File: src/rtl/regfile_pkg.sv
// Shared definitions for the multi-port register file: default widths,
// the hard-wired zero register index and the register address type.
package regfile_pkg;

    localparam int DATA_W_DEF = 32;
    localparam int ADDR_W_DEF = 5;
    localparam int REG_ZERO   = 0;

    typedef logic [ADDR_W_DEF-1:0] reg_addr_t;

endpackage : regfile_pkg

File: src/rtl/regfile_mp_sb_if.sv
// Bus bundle between the core pipeline (master) and the register file with
// scoreboard (slave): read ports, two writeback ports, issue and flush.
interface regfile_mp_sb_if #(
    parameter int DATA_W = 32,
    parameter int ADDR_W = 5,
    parameter int NRD    = 2
);
    logic [NRD-1:0]        re;
    logic [NRD*ADDR_W-1:0] raddr;
    logic [NRD*DATA_W-1:0] rdata;
    logic [NRD-1:0]        rrdy;

    logic                  we0;
    logic [ADDR_W-1:0]     waddr0;
    logic [DATA_W-1:0]     wdata0;
    logic                  we1;
    logic [ADDR_W-1:0]     waddr1;
    logic [DATA_W-1:0]     wdata1;

    logic                  iss_valid;
    logic [ADDR_W-1:0]     iss_addr;
    logic                  flush;
    logic [ADDR_W:0]       pend_cnt;
    logic                  any_pend;

    modport master (
        output re, raddr, we0, waddr0, wdata0, we1, waddr1, wdata1,
               iss_valid, iss_addr, flush,
        input  rdata, rrdy, pend_cnt, any_pend
    );

    modport slave (
        input  re, raddr, we0, waddr0, wdata0, we1, waddr1, wdata1,
               iss_valid, iss_addr, flush,
        output rdata, rrdy, pend_cnt, any_pend
    );
endinterface : regfile_mp_sb_if

File: src/rtl/regfile_fwd_mux.sv
// One read port: picks zero, a same-cycle writeback (port 1 over port 0)
// or the stored value, and derives whether the operand is usable.
module regfile_fwd_mux
    import regfile_pkg::*;
#(
    parameter int DATA_W   = DATA_W_DEF,
    parameter int ADDR_W   = ADDR_W_DEF,
    parameter int ZERO_REG = 1
) (
    input  logic              rst_i,
    input  logic              re_i,
    input  logic [ADDR_W-1:0] raddr_i,
    input  logic              we0_i,
    input  logic [ADDR_W-1:0] waddr0_i,
    input  logic [DATA_W-1:0] wdata0_i,
    input  logic              we1_i,
    input  logic [ADDR_W-1:0] waddr1_i,
    input  logic [DATA_W-1:0] wdata1_i,
    input  logic [DATA_W-1:0] rf_data_i,
    input  logic              rf_pend_i,
    output logic [DATA_W-1:0] rdata_o,
    output logic              rrdy_o
);

    logic is_zero;
    assign is_zero = (ZERO_REG != 0) && (raddr_i == ADDR_W'(REG_ZERO));

    always_comb begin
        rdata_o = '0;
        rrdy_o  = 1'b1;
        if (rst_i) begin
            rrdy_o = 1'b0;
        end else if (!re_i || is_zero) begin
            rrdy_o = 1'b1;
        end else if (we1_i && (waddr1_i == raddr_i)) begin
            rdata_o = wdata1_i;
        end else if (we0_i && (waddr0_i == raddr_i)) begin
            rdata_o = wdata0_i;
        end else begin
            rdata_o = rf_data_i;
            rrdy_o  = !rf_pend_i;
        end
    end

endmodule : regfile_fwd_mux

File: src/rtl/regfile_mp_sb.sv
// Multi-port register file with pending-write scoreboard: NRD read ports with
// forwarding, two writeback ports, issue marking and flush.
module regfile_mp_sb
    import regfile_pkg::*;
#(
    parameter int DATA_W   = DATA_W_DEF,
    parameter int ADDR_W   = ADDR_W_DEF,
    parameter int NRD      = 2,
    parameter int ZERO_REG = 1
) (
    input  logic             clk,
    input  logic             rst,
    regfile_mp_sb_if.slave   bus
);

    localparam int DEPTH = 2 ** ADDR_W;

    logic [DATA_W-1:0] regs_q [DEPTH];
    logic [DEPTH-1:0]  pend_q;
    logic [DEPTH-1:0]  pend_d;
    logic [ADDR_W:0]   pend_cnt_q;
    logic [ADDR_W:0]   pend_cnt_d;
    logic              any_pend_q;
    logic              we0_eff;
    logic              we1_eff;

    assign we0_eff = bus.we0 && !((ZERO_REG != 0) && (bus.waddr0 == ADDR_W'(REG_ZERO)));
    assign we1_eff = bus.we1 && !((ZERO_REG != 0) && (bus.waddr1 == ADDR_W'(REG_ZERO)));

    // Port 1 is written last so it wins a same-address collision.
    always_ff @(posedge clk) begin
        if (rst) begin
            for (int a = 0; a < DEPTH; a++) begin
                regs_q[a] <= '0;
            end
        end else begin
            if (we0_eff) regs_q[bus.waddr0] <= bus.wdata0;
            if (we1_eff) regs_q[bus.waddr1] <= bus.wdata1;
        end
    end

    // A new issue beats a retiring write: the newer producer is still in flight.
    always_comb begin
        pend_d     = pend_q;
        pend_cnt_d = '0;
        if (bus.flush) begin
            pend_d = '0;
        end else begin
            for (int a = 0; a < DEPTH; a++) begin
                if (bus.iss_valid && (bus.iss_addr == ADDR_W'(a)) &&
                    !((ZERO_REG != 0) && (a == REG_ZERO))) begin
                    pend_d[a] = 1'b1;
                end else if ((bus.we0 && (bus.waddr0 == ADDR_W'(a))) ||
                             (bus.we1 && (bus.waddr1 == ADDR_W'(a)))) begin
                    pend_d[a] = 1'b0;
                end
            end
        end
        for (int a = 0; a < DEPTH; a++) begin
            pend_cnt_d = pend_cnt_d + (ADDR_W+1)'(pend_d[a]);
        end
    end

    always_ff @(posedge clk) begin
        if (rst) begin
            pend_q     <= '0;
            pend_cnt_q <= '0;
            any_pend_q <= 1'b0;
        end else begin
            pend_q     <= pend_d;
            pend_cnt_q <= pend_cnt_d;
            any_pend_q <= (pend_cnt_d != '0);
        end
    end

    assign bus.pend_cnt = pend_cnt_q;
    assign bus.any_pend = any_pend_q;

    for (genvar i = 0; i < NRD; i++) begin : g_rd
        logic [ADDR_W-1:0] raddr;
        logic [DATA_W-1:0] rf_data;
        logic              rf_pend;

        assign raddr   = bus.raddr[i*ADDR_W +: ADDR_W];
        assign rf_data = regs_q[raddr];
        assign rf_pend = pend_q[raddr];

        regfile_fwd_mux #(
            .DATA_W  (DATA_W),
            .ADDR_W  (ADDR_W),
            .ZERO_REG(ZERO_REG)
        ) u_mux (
            .rst_i    (rst),
            .re_i     (bus.re[i]),
            .raddr_i  (raddr),
            .we0_i    (bus.we0),
            .waddr0_i (bus.waddr0),
            .wdata0_i (bus.wdata0),
            .we1_i    (bus.we1),
            .waddr1_i (bus.waddr1),
            .wdata1_i (bus.wdata1),
            .rf_data_i(rf_data),
            .rf_pend_i(rf_pend),
            .rdata_o  (bus.rdata[i*DATA_W +: DATA_W]),
            .rrdy_o   (bus.rrdy[i])
        );
    end

endmodule : regfile_mp_sb

File: src/flat_wrapper.sv
// flat-port wrapper written by rule: the top's interface ports become plain ports
module regfile_mp_sb_flat import regfile_pkg::*;
#(
    parameter int DATA_W   = DATA_W_DEF,
    parameter int ADDR_W   = ADDR_W_DEF,
    parameter int NRD      = 2,
    parameter int ZERO_REG = 1
)
  (clk, rst, bus_re, bus_raddr, bus_we0, bus_waddr0, bus_wdata0, bus_we1, bus_waddr1, bus_wdata1, bus_iss_valid, bus_iss_addr, bus_flush, bus_rdata, bus_rrdy, bus_pend_cnt, bus_any_pend);
  regfile_mp_sb_if #(.DATA_W(DATA_W), .ADDR_W(ADDR_W), .NRD(NRD)) bus_i ();
  input  logic clk;
  input  logic rst;
  input wire logic [$bits(bus_i.re)-1:0] bus_re;
  input wire logic [$bits(bus_i.raddr)-1:0] bus_raddr;
  input wire logic [$bits(bus_i.we0)-1:0] bus_we0;
  input wire logic [$bits(bus_i.waddr0)-1:0] bus_waddr0;
  input wire logic [$bits(bus_i.wdata0)-1:0] bus_wdata0;
  input wire logic [$bits(bus_i.we1)-1:0] bus_we1;
  input wire logic [$bits(bus_i.waddr1)-1:0] bus_waddr1;
  input wire logic [$bits(bus_i.wdata1)-1:0] bus_wdata1;
  input wire logic [$bits(bus_i.iss_valid)-1:0] bus_iss_valid;
  input wire logic [$bits(bus_i.iss_addr)-1:0] bus_iss_addr;
  input wire logic [$bits(bus_i.flush)-1:0] bus_flush;
  output wire logic [$bits(bus_i.rdata)-1:0] bus_rdata;
  output wire logic [$bits(bus_i.rrdy)-1:0] bus_rrdy;
  output wire logic [$bits(bus_i.pend_cnt)-1:0] bus_pend_cnt;
  output wire logic [$bits(bus_i.any_pend)-1:0] bus_any_pend;
  assign bus_i.re = bus_re;
  assign bus_i.raddr = bus_raddr;
  assign bus_i.we0 = bus_we0;
  assign bus_i.waddr0 = bus_waddr0;
  assign bus_i.wdata0 = bus_wdata0;
  assign bus_i.we1 = bus_we1;
  assign bus_i.waddr1 = bus_waddr1;
  assign bus_i.wdata1 = bus_wdata1;
  assign bus_i.iss_valid = bus_iss_valid;
  assign bus_i.iss_addr = bus_iss_addr;
  assign bus_i.flush = bus_flush;
  assign bus_rdata = bus_i.rdata;
  assign bus_rrdy = bus_i.rrdy;
  assign bus_pend_cnt = bus_i.pend_cnt;
  assign bus_any_pend = bus_i.any_pend;
  regfile_mp_sb #(.DATA_W(DATA_W), .ADDR_W(ADDR_W), .NRD(NRD), .ZERO_REG(ZERO_REG)) u_core (.clk(clk), .rst(rst), .bus(bus_i));
endmodule
File: config.mk
export PLATFORM = sky130hd
export DESIGN_NAME = regfile_mp_sb_flat
export DESIGN_NICKNAME = d
export VERILOG_FILES = /design/src/rtl/regfile_pkg.sv /design/src/rtl/regfile_mp_sb_if.sv /design/src/rtl/regfile_fwd_mux.sv /design/src/rtl/regfile_mp_sb.sv /design/src/flat_wrapper.sv
export SDC_FILE = /design/constraint.sdc
export NUM_CORES = 2
export LEC_CHECK = 0
export CELL_PAD_IN_SITES_DETAIL_PLACEMENT = 1
export CELL_PAD_IN_SITES_GLOBAL_PLACEMENT = 1
export CORE_MARGIN = 2
export CORE_UTILIZATION = 44
export CTS_CLUSTER_DIAMETER = 150
export DETAILED_ROUTE_END_ITERATION = 10
export MAX_ROUTING_LAYER = met4
export PLACE_DENSITY_LB_ADDON = 0.15
export SLEW_MARGIN = 40
export SYNTH_ARGS = -nofsm -noshare
export SYNTH_HDL_FRONTEND = slang
export SYNTH_SLANG_ARGS = --single-unit
File: constraint.sdc
create_clock -name clk -period 8.95 [get_ports clk]
set_clock_uncertainty 0.15 [all_clocks]
set_input_delay 1.79 -clock clk [delete_from_list [all_inputs] [get_ports clk]]
set_output_delay 1.79 -clock clk [all_outputs]
set_load 0.01 [all_outputs]
==> out/metrics.yaml <==
sta:
  slew_headroom: 0.3852
  clock.fmax_mhz: 125.0
  worst_pin_slew_ns: 0.9222
  rsz0062_at_grt: "false"
  finalCritPeriodShare: 0.8941
  report.final.slew_viol_count: 0
  period_minus_slack_ns: 8.002
  fin_setup_tns_ns: 0
  hold_viol_final: 0
  setup_viol: 0
placed_design:
  gp_congestion: 0.9023
  detailed_place_hpwl_um: 165700
  io_buffers: 169
  dpl_cell_area_sq_um: 69540
power_and_ir_drop:
  p_int_mw: 9.453
  p_clk_frac: 0.406
  peakVddDrop_mv: 0.1426
  power_frac_seq: 0.454
  power_density_nw_per_um2: 176.2
  leakage_nw: 23.09
  swShare: 0.2719
  switching_power_mw: 3.530
  power_frac_comb: 0.140
min_path:
  min_path_type: "reg2reg"
  worstHoldPathCells: 3
  holdPathEnd: "u_core.pend_q[29]$_SDFF_PP0_"
  hold_start: "u_core.pend_q[29]$_SDFF_PP0_"
logic_synthesis:
  synth_seq_area_share: 0.4768
  yosys_most_used_dff: "edfxtp_1"
  synthesis.area_sq_um: 66130
  synth_seq_cells: 1063
  async_flop_share: 0
  postSynthCellCount: 5933
  yosys_warnings: 0
  synth_enable_flop_cells: 1024
  synth_cell_types: 66
  syn_area_per_cell_sq_um: 11.15
grt:
  grt_pass1_wl_um: 401100
  first_global_vias: 54560
  grt_max_degree: 113
  grt_antenna_before_repair: 8
  groute.usage.overall: 0.3810
  gr-total-overflow: 0
floorplan:
  core_area_sq_um: 149600
  rows: 142
  die_w_um: 391.7
  die-area_sq_um: 153400
  ioPinCount: 170
  initial_core_util: 0.4420
  die_height_um: 391.7
route:
  routed_wl_um: 284700
  route.vias.total: 54100
  drc_errors: 0
  via_per_inst: 6.916
  wl_per_cell_um: 36.40
  drtAntennaViolNets: 0
  drt-initial-drc-count: 7307
  first_pass_iters: 8
setup_path:
  reg2reg_depth: 15
  crit_path_start_kind: "input port"
  criticalPathCategory: "in2reg"
  r2r_setup_slack_ns: 3.08
  crit_required_ns: 9.48
  r2r_start: "u_core.pend_q[0]$_SDFF_PP0_"
  endpoint_kind: "flop"
  worstReg2RegEnd: "u_core.bus.any_pend$_SDFF_PP0_"
  cp_max_fo: 9
  critical_path_arrival_ns: 8.53
clock_tree:
  clkSinkCount: 1063
  cts_tree: "done"
  cts_max_path_buffers: 3
  root_buffer: "clkbuf_16"
  clkTransAtPathRegs_ns: 0.06
  postCtsSetupBuffers: 0
  holdBufCountCts: 0
  htree_levels: 4
  clk_latency_ns: 0.80
  cts_resized: 0
  cts-buffers-inserted: 131
cells_and_area:
  final_common_cell: "nand2_1"
  areaGrowthSynthToFinish_pct: 11.41
  nets: 5834
  drive_above_1_share: 0.2013
  fin_area_sq_um: 73680
  layout_common_cells: "nand2_1, edfxtp_1, o21ai_0"
run:
  maxCapViolations: 0
run_status:
  status: "finished, final reports clean"
[layout make-up]
type / instances / area (sq um)
multi-input combinational: 4087 / 31940
fill: 15600 / 75920
sequential: 1063 / 31530
tap: 2016 / 2522
inverter: 28 / 105.1
clock inverter: 64 / 540.5
antenna: 3 / 7.507
clock buffer: 166 / 3536
timing repair buffer: 395 / 3493
[worst max-delay path, cell delays in order]
cell and delay [ns]:
clkdlybuf4s50_1 0.63, nor2b_1 0.33, nor2b_1 0.58, a22oi_1 0.24
a22oi_1 0.26, or2_2 0.19, fa_1 0.45, fa_1 0.52
inv_1 0.05, fa_1 0.48, inv_1 0.05, fa_1 0.49
fa_1 0.50, inv_1 0.05, fa_1 0.47, inv_1 0.05
fa_1 0.51, or4b_2 0.58, o31a_1 0.29
[synthesized netlist by cell type, types with 43 or more instances]
cell type     n  area (sq um)
nand2_1    1611          6047
o21ai_0     715          3578
nor2b_1      69         431.7
clkbuf_1    535          2008
a22o_1      224          1962
a22oi_1     129         968.4
nor2_1      122         457.9
buf_1        78         292.8
mux4_2      581         13090
buf_2       123         615.6
mux2i_1      81         810.8
o21ai_1      67         335.3
edfxtp_1   1024         30750
a211oi_1     62         465.5
nand3_1      43         215.2
[power groups by stage]
stage / registers (mW) / logic, mW / clock network (mW)
global route: 5.92 / 1.86 / 5.47
finish: 5.89 / 1.82 / 5.27
CTS: 5.89 / 1.79 / 5.30
detailed placement: 5.99 / 1.78 / 0
global placement: 5.96 / 1.77 / 0
floorplan: 5.93 / 1.09 / 0
[state kept, by name, summed over array words and instances, names as in the netlist]
name                 count
u_core.bus.any_pend      1
u_core.bus.pend_cnt      6
u_core.pend_q           32
u_core.regs_q         1024
[through the flow]
step	std cells	worst slack, ns	hold slack (ns)	utilization	power [mW]
3_5_place_dp	7588	0.1445	0.5307	0.4648	7.767
3_3_place_gp	7586	0.1038	0.5355	0.4654	7.727
4_1_cts	7818	0.9324	0.5437	0.4921	12.97
5_1_grt	7822	0.6905	0.6042	0.4925	13.25
2_1_floorplan	5964	1.331	0.3883	-	7.015
6_report	7822	0.9479	0.5438	0.4925	12.98
[cells by family (layout without fill, tap and decap cells)]
| kind of cell | after synthesis | count (layout) | synth area share |
|---|---|---|---|
| multiplexers | 671 | 671 | 0.2119 |
| other | 1 | 35 | 0.00005671 |
| flip-flops | 1063 | 1063 | 0.4768 |
| AO/OA/AOI/OAI | 1313 | 1313 | 0.1235 |
| XOR/XNOR | 22 | 22 | 0.002914 |
| buffers and inverters | 814 | 653 | 0.05141 |
| AND/OR/NAND/NOR | 2018 | 2018 | 0.1250 |
| adder cells (fa/ha/maj) | 31 | 31 | 0.008476 |
[worst max-delay path by stage]
stage | start | end | slack, ns | cells after the start
after global placement | bus_we1 | u_core.bus.pend_cnt[4]$_SDFF_PP0_ | 0.10 | 21
after CTS | bus_we0 | u_core.bus.any_pend$_SDFF_PP0_ | 0.93 | 19
after global routing | bus_we0 | u_core.bus.pend_cnt[4]$_SDFF_PP0_ | 0.69 | 22
after detailed placement | bus_we0 | u_core.bus.any_pend$_SDFF_PP0_ | 0.14 | 19
after floorplan | bus_waddr1[2] | u_core.bus.any_pend$_SDFF_PP0_ | 1.33 | 19
final | bus_we0 | u_core.bus.any_pend$_SDFF_PP0_ | 0.95 | 19
[routing by layer]
metal  GRT usage  up-vias  wire length (um)
met5           -        -                 0
met4      0.1892        0             16030
met3     0.09014      775             32780
met2      0.5676     3716            129300
met1      0.4895    28030            106700
li1            -    21570                 -
(Power assumes the default switching activity.)
